**config.mk**
```make
export PLATFORM = sky130hd
export DESIGN_NAME = order_dispatch_ctrl
export DESIGN_NICKNAME = d
export VERILOG_FILES = /design/src/rtl/order_dispatch_ctrl.sv
export SDC_FILE = /design/constraint.sdc
export NUM_CORES = 1
export LEC_CHECK = 0
export ABC_AREA = 1
export CORE_AREA = 10 10 261 263
export DETAILED_ROUTE_END_ITERATION = 8
export DIE_AREA = 0 0 271 273
export GPL_TIMING_DRIVEN = 0
export PLACE_DENSITY = 0.52
export SKIP_CTS_REPAIR_TIMING = 1
export SYNTH_ARGS = -nofsm -noshare
export SYNTH_HDL_FRONTEND = slang
export SYNTH_SLANG_ARGS = --single-unit
export TNS_END_PERCENT = 20
```
**constraint.sdc**
```tcl
create_clock -name clk -period 2.3 [get_ports clk]
set_input_delay 0.46 -clock clk [delete_from_list [all_inputs] [get_ports clk]]
set_output_delay 0.46 -clock clk [all_outputs]
set_load 0.02 [all_outputs]
```
**src/rtl/order_dispatch_ctrl.sv**
```systemverilog
// Order dispatch controller: pops messages from the inbound FIFO and routes each to the bid or ask engine by side code.
// Optional stall watchdog is enabled by defining DISPATCH_TIMEOUT_EN.
module order_dispatch_ctrl #(
    parameter int          MSG_W          = 320,
    parameter int          SIDE_LSB       = 144,
    parameter logic [7:0]  BID_CODE       = 8'h42,
    parameter logic [7:0]  ASK_CODE       = 8'h44,
    parameter int          CNT_W          = 16,
    parameter int          TIMEOUT_CYCLES = 1024
) (
    input  logic             clk,
    input  logic             resetn,
    input  logic             fifo_empty,
    output logic             fifo_rd_en,
    input  logic [MSG_W-1:0] fifo_dout,
    input  logic             bid_free,
    input  logic             ask_free,
    output logic [MSG_W-1:0] msg_out,
    output logic             bid_valid,
    output logic             ask_valid,
    output logic             busy,
    output logic [CNT_W-1:0] bid_count,
    output logic [CNT_W-1:0] ask_count,
    output logic [CNT_W-1:0] drop_count,
    output logic             stall_err
);

    typedef enum logic [2:0] {
        S_IDLE,
        S_READ,
        S_LATCH,
        S_DISPATCH,
        S_ISSUE,
        S_HOLD
    } state_t;

    if (TIMEOUT_CYCLES < 2) begin : g_param_check
        $error("TIMEOUT_CYCLES must be at least 2");
    end

    function automatic logic [CNT_W-1:0] sat_inc(input logic [CNT_W-1:0] v);
        return (&v) ? v : v + CNT_W'(1);
    endfunction

    state_t             state_q, state_d;
    logic [MSG_W-1:0]   msg_q;
    logic               rd_en_q, bid_valid_q, ask_valid_q, busy_q;
    logic [CNT_W-1:0]   bid_cnt_q, ask_cnt_q, drop_cnt_q;
    logic [7:0]         side;
    logic               is_bid, is_ask, drop_inc;

    assign side   = msg_q[SIDE_LSB +: 8];
    assign is_bid = (side == BID_CODE);
    assign is_ask = (side == ASK_CODE);

`ifdef DISPATCH_TIMEOUT_EN
    localparam int WAIT_W = $clog2(TIMEOUT_CYCLES);
    logic [WAIT_W-1:0] wait_q, wait_d;
    logic              stall_err_q, stall_set;
`endif

    always_comb begin
        state_d  = state_q;
        drop_inc = 1'b0;
`ifdef DISPATCH_TIMEOUT_EN
        wait_d    = wait_q;
        stall_set = 1'b0;
`endif
        case (state_q)
            S_IDLE:  if (!fifo_empty) state_d = S_READ;
            S_READ:  state_d = S_LATCH;
            S_LATCH: begin
                state_d = S_DISPATCH;
`ifdef DISPATCH_TIMEOUT_EN
                wait_d  = '0;
`endif
            end
            S_DISPATCH: begin
                // Only the engine addressed by the side code is consulted.
                if ((is_bid && bid_free) || (is_ask && ask_free)) begin
                    state_d = S_ISSUE;
                end else if (!is_bid && !is_ask) begin
                    drop_inc = 1'b1;
                    state_d  = S_HOLD;
                end
`ifdef DISPATCH_TIMEOUT_EN
                else if (wait_q == WAIT_W'(TIMEOUT_CYCLES - 1)) begin
                    stall_set = 1'b1;
                    drop_inc  = 1'b1;
                    state_d   = S_HOLD;
                end else begin
                    wait_d = wait_q + WAIT_W'(1);
                end
`endif
            end
            S_ISSUE: state_d = S_HOLD;
            S_HOLD:  state_d = fifo_empty ? S_IDLE : S_READ;
            default: state_d = S_IDLE;
        endcase
    end

    // Outputs are registered from the next state so they line up with the state they belong to.
    always_ff @(posedge clk or negedge resetn) begin
        if (!resetn) begin
            state_q     <= S_IDLE;
            msg_q       <= '0;
            rd_en_q     <= 1'b0;
            bid_valid_q <= 1'b0;
            ask_valid_q <= 1'b0;
            busy_q      <= 1'b0;
            bid_cnt_q   <= '0;
            ask_cnt_q   <= '0;
            drop_cnt_q  <= '0;
        end else begin
            state_q     <= state_d;
            rd_en_q     <= (state_d == S_READ);
            busy_q      <= (state_d != S_IDLE);
            bid_valid_q <= (state_d == S_ISSUE) && is_bid;
            ask_valid_q <= (state_d == S_ISSUE) && is_ask;
            if (state_q == S_LATCH) msg_q <= fifo_dout;
            if (bid_valid_q) bid_cnt_q <= sat_inc(bid_cnt_q);
            if (ask_valid_q) ask_cnt_q <= sat_inc(ask_cnt_q);
            if (drop_inc)    drop_cnt_q <= sat_inc(drop_cnt_q);
        end
    end

`ifdef DISPATCH_TIMEOUT_EN
    always_ff @(posedge clk or negedge resetn) begin
        if (!resetn) begin
            wait_q      <= '0;
            stall_err_q <= 1'b0;
        end else begin
            wait_q <= wait_d;
            if (stall_set) stall_err_q <= 1'b1;
        end
    end
    assign stall_err = stall_err_q;
`else
    assign stall_err = 1'b0;
`endif

    assign fifo_rd_en = rd_en_q;
    assign msg_out    = msg_q;
    assign bid_valid  = bid_valid_q;
    assign ask_valid  = ask_valid_q;
    assign busy       = busy_q;
    assign bid_count  = bid_cnt_q;
    assign ask_count  = ask_cnt_q;
    assign drop_count = drop_cnt_q;

endmodule

```
# Word-level counts from Yosys, hierarchy flattened
# Cells that the tools add are included.
dict set report op_classes {
  addsub 3
  eq_ne 9
  n_mux 8
  n_bitwise 3
  n_reduce_logical 16
}
# cell n
set ops {}
lappend ops {{$add 16x1->16 const B} 3}
lappend ops {{$reduce_and 16->1} 3}
lappend ops {{$pmux 3 s6} 1}
lappend ops {{$eq 8x7->1 const B} 2}
lappend ops {{$eq 3x3->1 const B} 3}
lappend ops {{$mux 3} 3}
lappend ops {{$eq 3x1->1 const B} 2}
lappend ops {{$eq 3x2->1 const B} 2}
lappend ops {{$reduce_and 2->1} 3}
lappend ops {{$logic_and 1x1->1} 5}
lappend ops {{$mux 1} 4}
lappend ops {{$logic_not 3->1} 1}
lappend ops {{$not 1->1} 3}
lappend ops {{$reduce_bool 3->1} 1}
lappend ops {{$logic_not 1->1} 2}
lappend ops {{$logic_or 1x1->1} 1}
dict set report word_totals {
  reg_bits 375
  inputBits 325
}

# Depth between registers and ports, before layout
# Gate-level depths: netlist of the first run.
dict set report depth {
  ltp_word 8
  mapped_depth 11
  ltp_nobuf 10
}

# Worst setup path before layout of the first run
# Ideal clock, no wire load.
dict set report synth_timing {
  path_type {register -> register}
  startpoint {reg drop_cnt_q[1], in the netlist drop_count[1]}
  endpoint {reg drop_cnt_q[10], in the netlist drop_count[10]}
  setup_ns 0.120
  arrival_time_ns 1.630
  setup_slack_ns 0.550
  stages_incl_launch_ff 12
  path_buffers 1
  synth_period_minus_slack_ns 1.750
  path_cell_list {dfrtp_1 > ha_1 > nand3_2 > nor2_4 > nand2_1 > nor2_2 > nand2_2 > nand2_4 > inv_2 > buf_6 > nand4_1 > nand2_1}
}
dict set report synth_via {
  elab_chain_cells 3
  word_cells_on_any_way 4
  classes_between {add/sub (1); bitwise (1); reduce/logical (2)}
}
# element line_no
set synth_rtl {}
lappend synth_rtl {{start: declaration} 48} ;# logic [CNT_W-1:0] bid_cnt_q, ask_cnt_q, drop_cnt_q;
lappend synth_rtl {{start signal: assignment} 123} ;# if (drop_inc) drop_cnt_q <= sat_inc(drop_cnt_q);
lappend synth_rtl {{branches (longest 3 deep; another with $add 16x1->16)} n/a}
# Parallel ways; which one is timed is not known.
# A chain may end at the register's enable or synchronous reset.

# Final worst setup path of the first run
dict set report layout_timing {
  startpoint {reg ask_valid_q, in the netlist ask_valid}
  endpoint {out ask_valid}
}
# element line_no
set layout_rtl {}
lappend layout_rtl {{start: declaration} 47} ;# logic rd_en_q, bid_valid_q, ask_valid_q, busy_q;
lappend layout_rtl {{start signal: assignment} 119} ;# ask_valid_q <= (state_d == S_ISSUE) && is_ask;
lappend layout_rtl {{end: declaration} 20} ;# output logic ask_valid,
# No word-level cell between the ends.

==> results of run 1 <==
## final timing paths
check | start | end | cells after the start
worst max-delay path | ask_valid | ask_valid | 1
worst min-delay path | resetn | msg_out[58] | 2
worst max register to register | state_q[2] | msg_out[261] | 6
worst min register to register | ask_count[14] | ask_count[14] | 1
max in group asynchronous | resetn | msg_out[211] | 4
min in group clk | ask_count[14] | ask_count[14] | 1
## layout by cell type (no fill, tap or decap), drive strengths merged
cell type,n
buf,44
nor2,54
nand2,99
clkinv,6
ha,3
xnor2,12
nand4,6
xor2,26
nand3,23
inv,50
diode,3
conb,1
nor3,14
dlygate4sd3,1
clkdlybuf4s50,695
mux2,313
nand3b,1
bufinv,4
clkbuf,67
a21oi,9
nor4,1
o21ai,15
dfrtp,375
## metal layers
metal / track usage / share of wire / vias to the layer above
met5: 0 / 0.0011 / -
met4: 0.0482 / 0.026 / 8
met3: 0.0652 / 0.094 / 91
met2: 0.271 / 0.52 / 428
met1: 0.160 / 0.36 / 5421
li1: - / - / 5017
## power by group through the flow
stage,registers [mW],logic [mW],clock network (mW)
2_1_floorplan,14.8,5.24,0
3_3_place_gp,11.2,18.0,0
3_5_place_dp,11.3,18.1,0
4_1_cts,11.2,18.1,7.67
5_1_grt,11.6,18.7,7.94
6_report,11.2,17.7,7.40
## metrics by stage
step           setup slack, ns  setup TNS, ns  hold WS [ns]  instance area [sq um]  std cells
2_1_floorplan            0.550              0         0.164                  14700       1039
3_3_place_gp            -16.87       -6296.44         0.485                  22700       2581
3_5_place_dp            0.0251              0         0.395                  22800       2585
4_1_cts                 0.0372              0        -0.214                  24300       2664
5_1_grt                 0.0415              0         0.428                  24400       2667
6_report                 0.118              0         0.409                  24400       2668
## layout make-up
type                            instances  area, sq um  share of cell area
Sequential cell                       375         9380               0.385
Timing Repair Buffer                  701         7090               0.291
Multi-Input combinational cell        577         4890               0.201
Clock buffer                           67         1360              0.0559
Tap cell                              846         1060              0.0434
Buffer                                 39          223             0.00914
Inverter                               48          180             0.00739
Clock inverter                         12          171             0.00703
Antenna cell                            3         7.51            0.000308
## sequential cells by signal, indices dropped and copies added, names as in the netlist
signal,flops
msg_out,320
ask_count,16
bid_count,16
drop_count,16
state_q,3
ask_valid,1
bid_valid,1
busy,1
fifo_rd_en,1
## cell families after synthesis
group                    after synthesis
AO/OA/AOI/OAI                         24
XOR/XNOR                              38
adder cells (fa/ha/maj)                3
buffers and inverters                 87
flip-flops                           375
multiplexers                         313
other                                  1
AND/OR/NAND/NOR                      198
==> results.py, run 1 <==
metrics = {
    "power_and_ir_drop": {
        "powerDensity_mw_per_mm2": 1490,
        "ir_drop_v": 0.000786,
        "combPwrFrac": 0.488,
        "p_sw_frac": 0.361,
        "p_int_mw": 23.2,
        "pwr-share-clk": 0.204,
        "power_frac_seq": 0.308,
        "switchingPower_mw": 13.1,
        "leakagePower_nw": 10.1,
        "power.total_mw": 36.4,
    },
    "synth": {
        "synthArstFlopShare": 1.00,
        "synth_compound_area_frac": 0.00895,
        "synthXorXnorAreaFrac": 0.0227,
        "synth_area_sq_mm": 0.0147,
        "synth_fp_nets": 1367,
        "synthDistinctLibCells": 28,
        "synthTopCellsByArea": "dfrtp_1 64%, mux2_2 24%, nand2_1 2.4%, xor2_1 1.6%, nor2_1 1.3%",
        "syn_inst": 1039,
        "synth_fa_ha_area_frac": 0.00256,
        "ys_seq_elements": 375,
        "ys.flop_type": "dfrtp_1",
        "synth_top_family_by_area": "multiplexers",
        "synth.top_cell.area_share": 0.640,
        "synth_edf_count": 0,
        "avgSynthCellArea_sq_um": 14.1,
        "ys.warnings.count": 0,
        "yosysMostFrequentCell": "dfrtp_1",
        "yosys.area.top_type": "dfrtp_1",
        "synthMuxAreaShare": 0.240,
        "synth.top_cells.by_count": "375 x dfrtp_1, 313 x mux2_2, 94 x nand2_1",
        "yosys.area_share.simple": 0.0583,
        "synth.yosys.seq_area_share": 0.640,
    },
    "worst_setup_path": {
        "path_buf_inv": 1,
        "worstPathArrival_ns": 1.72,
        "critical-path-slowest-cell": "clkdlybuf4s50_1",
        "cp_top_family": "buffers and inverters",
        "endpoint_kind": "output port",
        "path_class": "flop to output port",
        "r2r_setup_slack_ns": 0.31,
        "cp.required_ns": 1.84,
        "path_cells": "clkdlybuf4s50_1",
        "slowest_delay_ns": 0.69,
        "crit_fanout": 6,
        "cp-start-kind": "flop",
    },
    "floorplan": {
        "start_util": 0.234,
        "die_h_microns": 273,
        "num_rows": 92,
        "fp.dieW_microns": 271,
        "design.core.area_sq_mm": 0.0627,
        "ioPinCount": 698,
        "fp.dieArea_sq_mm": 0.0740,
    },
    "route": {
        "drt_iter0_drc": 387,
        "drt-pass1-iter-count": 4,
        "routed_wl_microns": 58500,
        "vias": 11000,
        "antenna_left": 0,
        "drc": 0,
        "vias_per_cell": 4.11,
        "wl_per_cell_microns": 21.9,
    },
    "clock_tree": {
        "cts.reportedPaths.clkPinSlew_ns": 0.06,
        "cts_tree": "built",
        "cts_inserted_buffers": 46,
        "cts-root-buf": "clkbuf_16",
        "cts_htree_levels": 2,
        "cts_sinks": 375,
        "clk_path_buf_depth": 3,
        "clkLatencyLatePin_ns": 0.56,
    },
    "layout": {
        "num-fill-cells": 6014,
        "area_growth_pct": 66.1,
        "finish.utilization": 0.388,
        "drive_gt1_frac": 0.244,
        "nets": 2116,
    },
    "global_route": {
        "antenna_found_initial": 9,
        "grt_pass1_vias": 12200,
        "grt_max_degree": 105,
        "track_usage": 0.152,
        "grt_remaining_overflow": 0,
        "grt_pass1_wl_microns": 84100,
    },
    "timing": {
        "hold_viol": 0,
        "slew_violations": 0,
        "period_needed_ns": 2.18,
        "tightest_slew_ns": 0.656,
        "rsz0062_at_grt": "false",
        "final.period_utilization": 0.949,
        "max_freq_mhz": 458,
        "setup_viol": 0,
        "max_slew_margin": 0.563,
        "skew_ns": 0.0156,
    },
    "worst_hold_path": {
        "hold_class": "input pin to async pin",
    },
    "place": {
        "io_buffers": 696,
        "place.gp.congestion": 0.840,
        "post-dp-hpwl_microns": 47100,
    },
    "job": {
        "maxCapViolations": 0,
    },
    "outcome": {
        "outcome": "finished clean",
    },
}
(Power assumes the default switching activity.)
==> run 2: changes to the inputs <==
CORE_AREA = 2 2 268 270   (was 10 10 261 263)
DIE_AREA = 0 0 270 272   (was 0 0 271 273)
PLACE_DENSITY = 0.47   (was 0.52)
==> run 2 against run 1 <==
Clock power is 3.2% higher; largest cell class unchanged; highest routed layer unchanged; register-to-register slack got worse by 0.06 ns; flip-flop and latch count did not move; global-route usage shrank 1.1 points; critical path depth unchanged; final cell count up 4.2%; non-clock buffer count unchanged; sequential share of layout area decreased by 0.32 points; routed wire length fell by 9.3%; die area decreased by 0.73%; total power fell by 0.25%; largest power group unchanged; maximum frequency is 0.45% higher.
==> results.py, run 2 (synthesis results as in run 1) <==
metrics = {
    "worst_setup_path": {
        "r2r_setup_slack_ns": 0.25,
        "cp_top_family": "buffers and inverters",
        "endpoint_kind": "output port",
        "path_buf_inv": 1,
        "slowest_delay_ns": 0.67,
        "path_class": "flop to output port",
        "rr_endpoint": "msg_out[262]",
        "worstPathArrival_ns": 1.71,
        "path_cells": "clkdlybuf4s50_1",
        "critical-path-slowest-cell": "clkdlybuf4s50_1",
        "startpoint": "ask_valid",
        "crit_fanout": 6,
        "cp-start-kind": "flop",
        "r2r-start": "state_q[2]",
        "cp.required_ns": 1.84,
        "worst_r2r_path_depth": 6,
    },
    "timing": {
        "slew_violations": 0,
        "period_needed_ns": 2.17,
        "setup_viol": 0,
        "worst_slack_ns": 0.128,
        "final.period_utilization": 0.944,
        "max_freq_mhz": 460,
        "max_slew_margin": 0.609,
        "hold_viol": 0,
        "skew_ns": 0.0148,
        "tightest_slew_ns": 0.586,
        "setup_tns_ns": 0,
        "rsz0062_at_grt": "false",
    },
    "layout": {
        "finish.utilization": 0.347,
        "final_cell_mix": "695 x clkdlybuf4s50_1, 375 x dfrtp_1, 313 x mux2_2",
        "stdcell_count": 2781,
        "nets": 2118,
        "drive_gt1_frac": 0.245,
        "multi_input_area_sq_mm": 0.00489,
        "num-fill-cells": 6988,
        "seq_area_sq_mm": 0.00938,
        "area_growth_pct": 67.4,
        "largest_reg_flops": 320,
        "mostFrequentLayoutCell": "clkdlybuf4s50_1",
    },
    "clock_tree": {
        "cts-root-buf": "clkbuf_16",
        "cts.reportedPaths.clkPinSlew_ns": 0.06,
        "cts_htree_levels": 2,
        "cts_sinks": 375,
        "cts_inserted_buffers": 48,
        "clk_path_buf_depth": 3,
        "clkLatencyLatePin_ns": 0.57,
        "cts_tree": "built",
    },
    "job": {
        "maxCapViolations": 0,
    },
    "global_route": {
        "grt_pass1_wl_microns": 78100,
        "grt_remaining_overflow": 0,
        "track_usage": 0.141,
        "antenna_found_initial": 8,
        "grt_pass1_vias": 11800,
        "grt_max_degree": 102,
    },
    "floorplan": {
        "die_h_microns": 272,
        "start_util": 0.207,
        "design.core.area_sq_mm": 0.0708,
        "fp.dieArea_sq_mm": 0.0734,
        "ioPinCount": 698,
        "fp.dieW_microns": 270,
        "num_rows": 98,
    },
    "place": {
        "place.gp.congestion": 0.829,
        "post-place-ws_ns": 0.0920,
        "io_buffers": 696,
        "dpl.cell_count": 2688,
        "post-dp-hpwl_microns": 41200,
    },
    "route": {
        "vias_per_cell": 3.92,
        "antenna_left": 0,
        "drc": 0,
        "drt-pass1-iter-count": 4,
        "drt_iter0_drc": 349,
        "routed_wl_microns": 53100,
        "vias": 10900,
        "wl_per_cell_microns": 19.1,
    },
    "power_and_ir_drop": {
        "power.total_mw": 36.3,
        "ir_drop_v": 0.000774,
        "leakagePower_nw": 10.1,
        "powerDensity_mw_per_mm2": 1480,
    },
    "outcome": {
        "outcome": "finished clean",
    },
    "worst_hold_path": {
        "hold_class": "input pin to async pin",
    },
}
-- run 2: cell types whose count changed in the layout (fill, tap and decap cells not counted), sizes merged --
cell	change
clkbuf	+3
inv	-1
diode	+1
clkinv	+6
-- run 2: worst max-delay path by stage --
stage,to,slack (ns),cells after the start
3_5_place_dp,msg_out[262],0.09,6
6_report,ask_valid,0.13,1
5_1_grt,msg_out[259],0.04,6
3_3_place_gp,msg_out[217],-16.93,1
2_1_floorplan,drop_count[10],0.55,11
4_1_cts,msg_out[154],0.07,1
-- run 2: area by class of cell --
cell class              count  area share
diodes                      4    0.000407
plain buffers              39     0.00907
clock buffers              70      0.0568
clock inverters            17     0.00845
inverters                  48     0.00733
multi-input cells         577       0.199
flip-flops and latches    375       0.382
well taps                 950      0.0484
repair buffers            701       0.289
-- run 2: metrics by stage --
stage	hold slack (ns)	cell area (sq um)
after detailed placement	0.491	22900
after global routing	0.427	24600
after CTS	-0.0740	24500
after global placement	0.486	22800
after floorplan	0.164	14700
final	0.427	24600
-- run 2: power by group --
group,internal (mW),switching (mW)
combinational,9.04,8.37
clock,4.66,2.98
sequential,9.66,1.57
-- run 2: routing by layer --
layer | vias up | part of all wire | global-route usage
met5 | - | 0.0010 | 0
met4 | 8 | 0.031 | 0.0488
met3 | 89 | 0.090 | 0.0575
met2 | 427 | 0.51 | 0.248
met1 | 5363 | 0.37 | 0.153
li1 | 5020 | - | -
==> run 3: changes to the inputs <==
clock period = 2.4 ns   (was 2.3 ns; I/O delays follow)
==> run 3 against run 2 <==
Non-clock buffer count is 1 lower; combinational power decreased by 4%; clock power is 4.2% lower; worst hold slack gained 0.066 ns; clock skew decreased by 0.0011 ns; sequential power down 4%; sequential share of layout area about the same; die area is the same; final area decreased by 0.11%.
==> results.py, run 3 (synthesis results as in run 1) <==
metrics = {
    "timing": {
        "hold_viol": 0,
        "setup_viol": 0,
        "skew_ns": 0.0137,
        "tightest_slew_ns": 0.777,
        "rsz0062_at_grt": "false",
        "period_needed_ns": 2.19,
        "final.period_utilization": 0.912,
        "finalHoldWorstSlack_ns": 0.493,
        "max_freq_mhz": 457,
        "slew_violations": 0,
        "max_slew_margin": 0.482,
    },
    "layout": {
        "largest_reg_flops": 320,
        "mostFrequentLayoutCell": "clkdlybuf4s50_1",
        "final_cell_mix": "695 x clkdlybuf4s50_1, 375 x dfrtp_1, 313 x mux2_2",
        "nets": 2117,
        "area_growth_pct": 67.2,
        "drive_gt1_frac": 0.244,
        "stdcell_area_sq_mm": 0.0245,
        "num-fill-cells": 6990,
    },
    "clock_tree": {
        "cts-root-buf": "clkbuf_16",
        "cts_tree": "built",
        "cts_htree_levels": 2,
        "clk_path_buf_depth": 3,
        "cts_sinks": 375,
        "cts.reportedPaths.clkPinSlew_ns": 0.06,
        "clkLatencyLatePin_ns": 0.56,
        "cts_inserted_buffers": 48,
    },
    "power_and_ir_drop": {
        "powerDensity_mw_per_mm2": 1420,
        "ir_drop_v": 0.000742,
        "power.total_mw": 34.8,
        "leakagePower_nw": 10.1,
    },
    "worst_setup_path": {
        "cp_top_family": "buffers and inverters",
        "worstPathArrival_ns": 1.71,
        "cp-start-kind": "flop",
        "slowest_delay_ns": 0.67,
        "setup.worst_path.end": "ask_valid",
        "worst_r2r_path_depth": 6,
        "path_depth": 1,
        "startpoint": "ask_valid",
        "endpoint_kind": "output port",
        "r2r_setup_slack_ns": 0.35,
        "crit_fanout": 6,
        "critical-path-slowest-cell": "clkdlybuf4s50_1",
        "r2r-start": "state_q[2]",
        "path_cells": "clkdlybuf4s50_1",
        "rr_endpoint": "msg_out[262]",
        "cp.required_ns": 1.92,
        "path_class": "flop to output port",
        "path_buf_inv": 1,
    },
    "route": {
        "drc": 0,
        "routed_wl_microns": 52900,
        "drt_iter0_drc": 388,
        "drt-pass1-iter-count": 4,
        "vias": 10900,
        "vias_per_cell": 3.91,
        "antenna_left": 0,
        "wl_per_cell_microns": 19.0,
    },
    "global_route": {
        "grt_max_degree": 102,
        "antenna_found_initial": 8,
        "grt_pass1_wl_microns": 78100,
        "grt_remaining_overflow": 0,
        "grt_pass1_vias": 11800,
        "track_usage": 0.141,
    },
    "floorplan": {
        "die_h_microns": 272,
        "fp.dieArea_sq_mm": 0.0734,
        "ioPinCount": 698,
        "fp.dieW_microns": 270,
        "num_rows": 98,
        "design.core.area_sq_mm": 0.0708,
        "start_util": 0.207,
    },
    "outcome": {
        "outcome": "finished clean",
    },
    "worst_hold_path": {
        "holdPathStages": 3,
        "hold_class": "input pin to flop",
    },
    "place": {
        "post-dp-hpwl_microns": 41200,
        "placed_cell_area_sq_mm": 0.0229,
        "place.gp.congestion": 0.829,
        "io_buffers": 696,
    },
    "job": {
        "maxCapViolations": 0,
    },
}
## run 3: cell types whose count changed in the layout (fill, tap and decap cells not counted)
cell	change
buf_16	-1
## run 3: cell type report
| type | instances | area [sq um] | area share |
|---|---|---|---|
| sequential | 375 | 9380 | 0.382 |
| timing repair buffer | 700 | 7060 | 0.288 |
| multi-input combinational | 577 | 4890 | 0.199 |
| clock buffer | 70 | 1400 | 0.0569 |
| tap | 950 | 1190 | 0.0484 |
| buffer | 39 | 223 | 0.00908 |
| clock inverter | 17 | 208 | 0.00846 |
| inverter | 48 | 180 | 0.00734 |
| antenna | 4 | 10.0 | 0.000408 |
## run 3: through the flow
stage               TNS [ns]  cells  utilization  setup slack [ns]
floorplan                  0   1039            -             0.650
global placement    -6293.39   2685        0.323            -16.85
detailed placement         0   2688        0.324             0.192
CTS                        0   2775        0.347             0.152
global route               0   2780        0.347            0.0757
finish                     0   2780        0.347             0.212
## run 3: power breakdown
part           leakage [nW]  internal [mW]  switching [mW]  total (mW)
logic                  4.83           8.66            8.02        16.7
registers              4.47           9.26            1.51        10.8
clock network         0.793           4.46            2.85        7.32
total                  10.1           22.4            12.4        34.8
## run 3: worst min-delay path by stage
stage,end,slack (ns),start
floorplan,ask_count[0],0.18,resetn
global placement,msg_out[141],0.49,msg_out[141]
detailed placement,msg_out[297],0.49,msg_out[297]
CTS,msg_out[260],-0.05,resetn
global route,msg_out[297],0.48,fifo_dout[297]
finish,msg_out[144],0.49,fifo_dout[144]
## run 3: routing by layer
metal,up-vias,global-route usage,wire (microns)
met4,8,0.0488,1670
met3,90,0.0575,4780
met2,420,0.248,27000
li1,5017,-,-
met1,5328,0.153,19500
met5,-,0,55
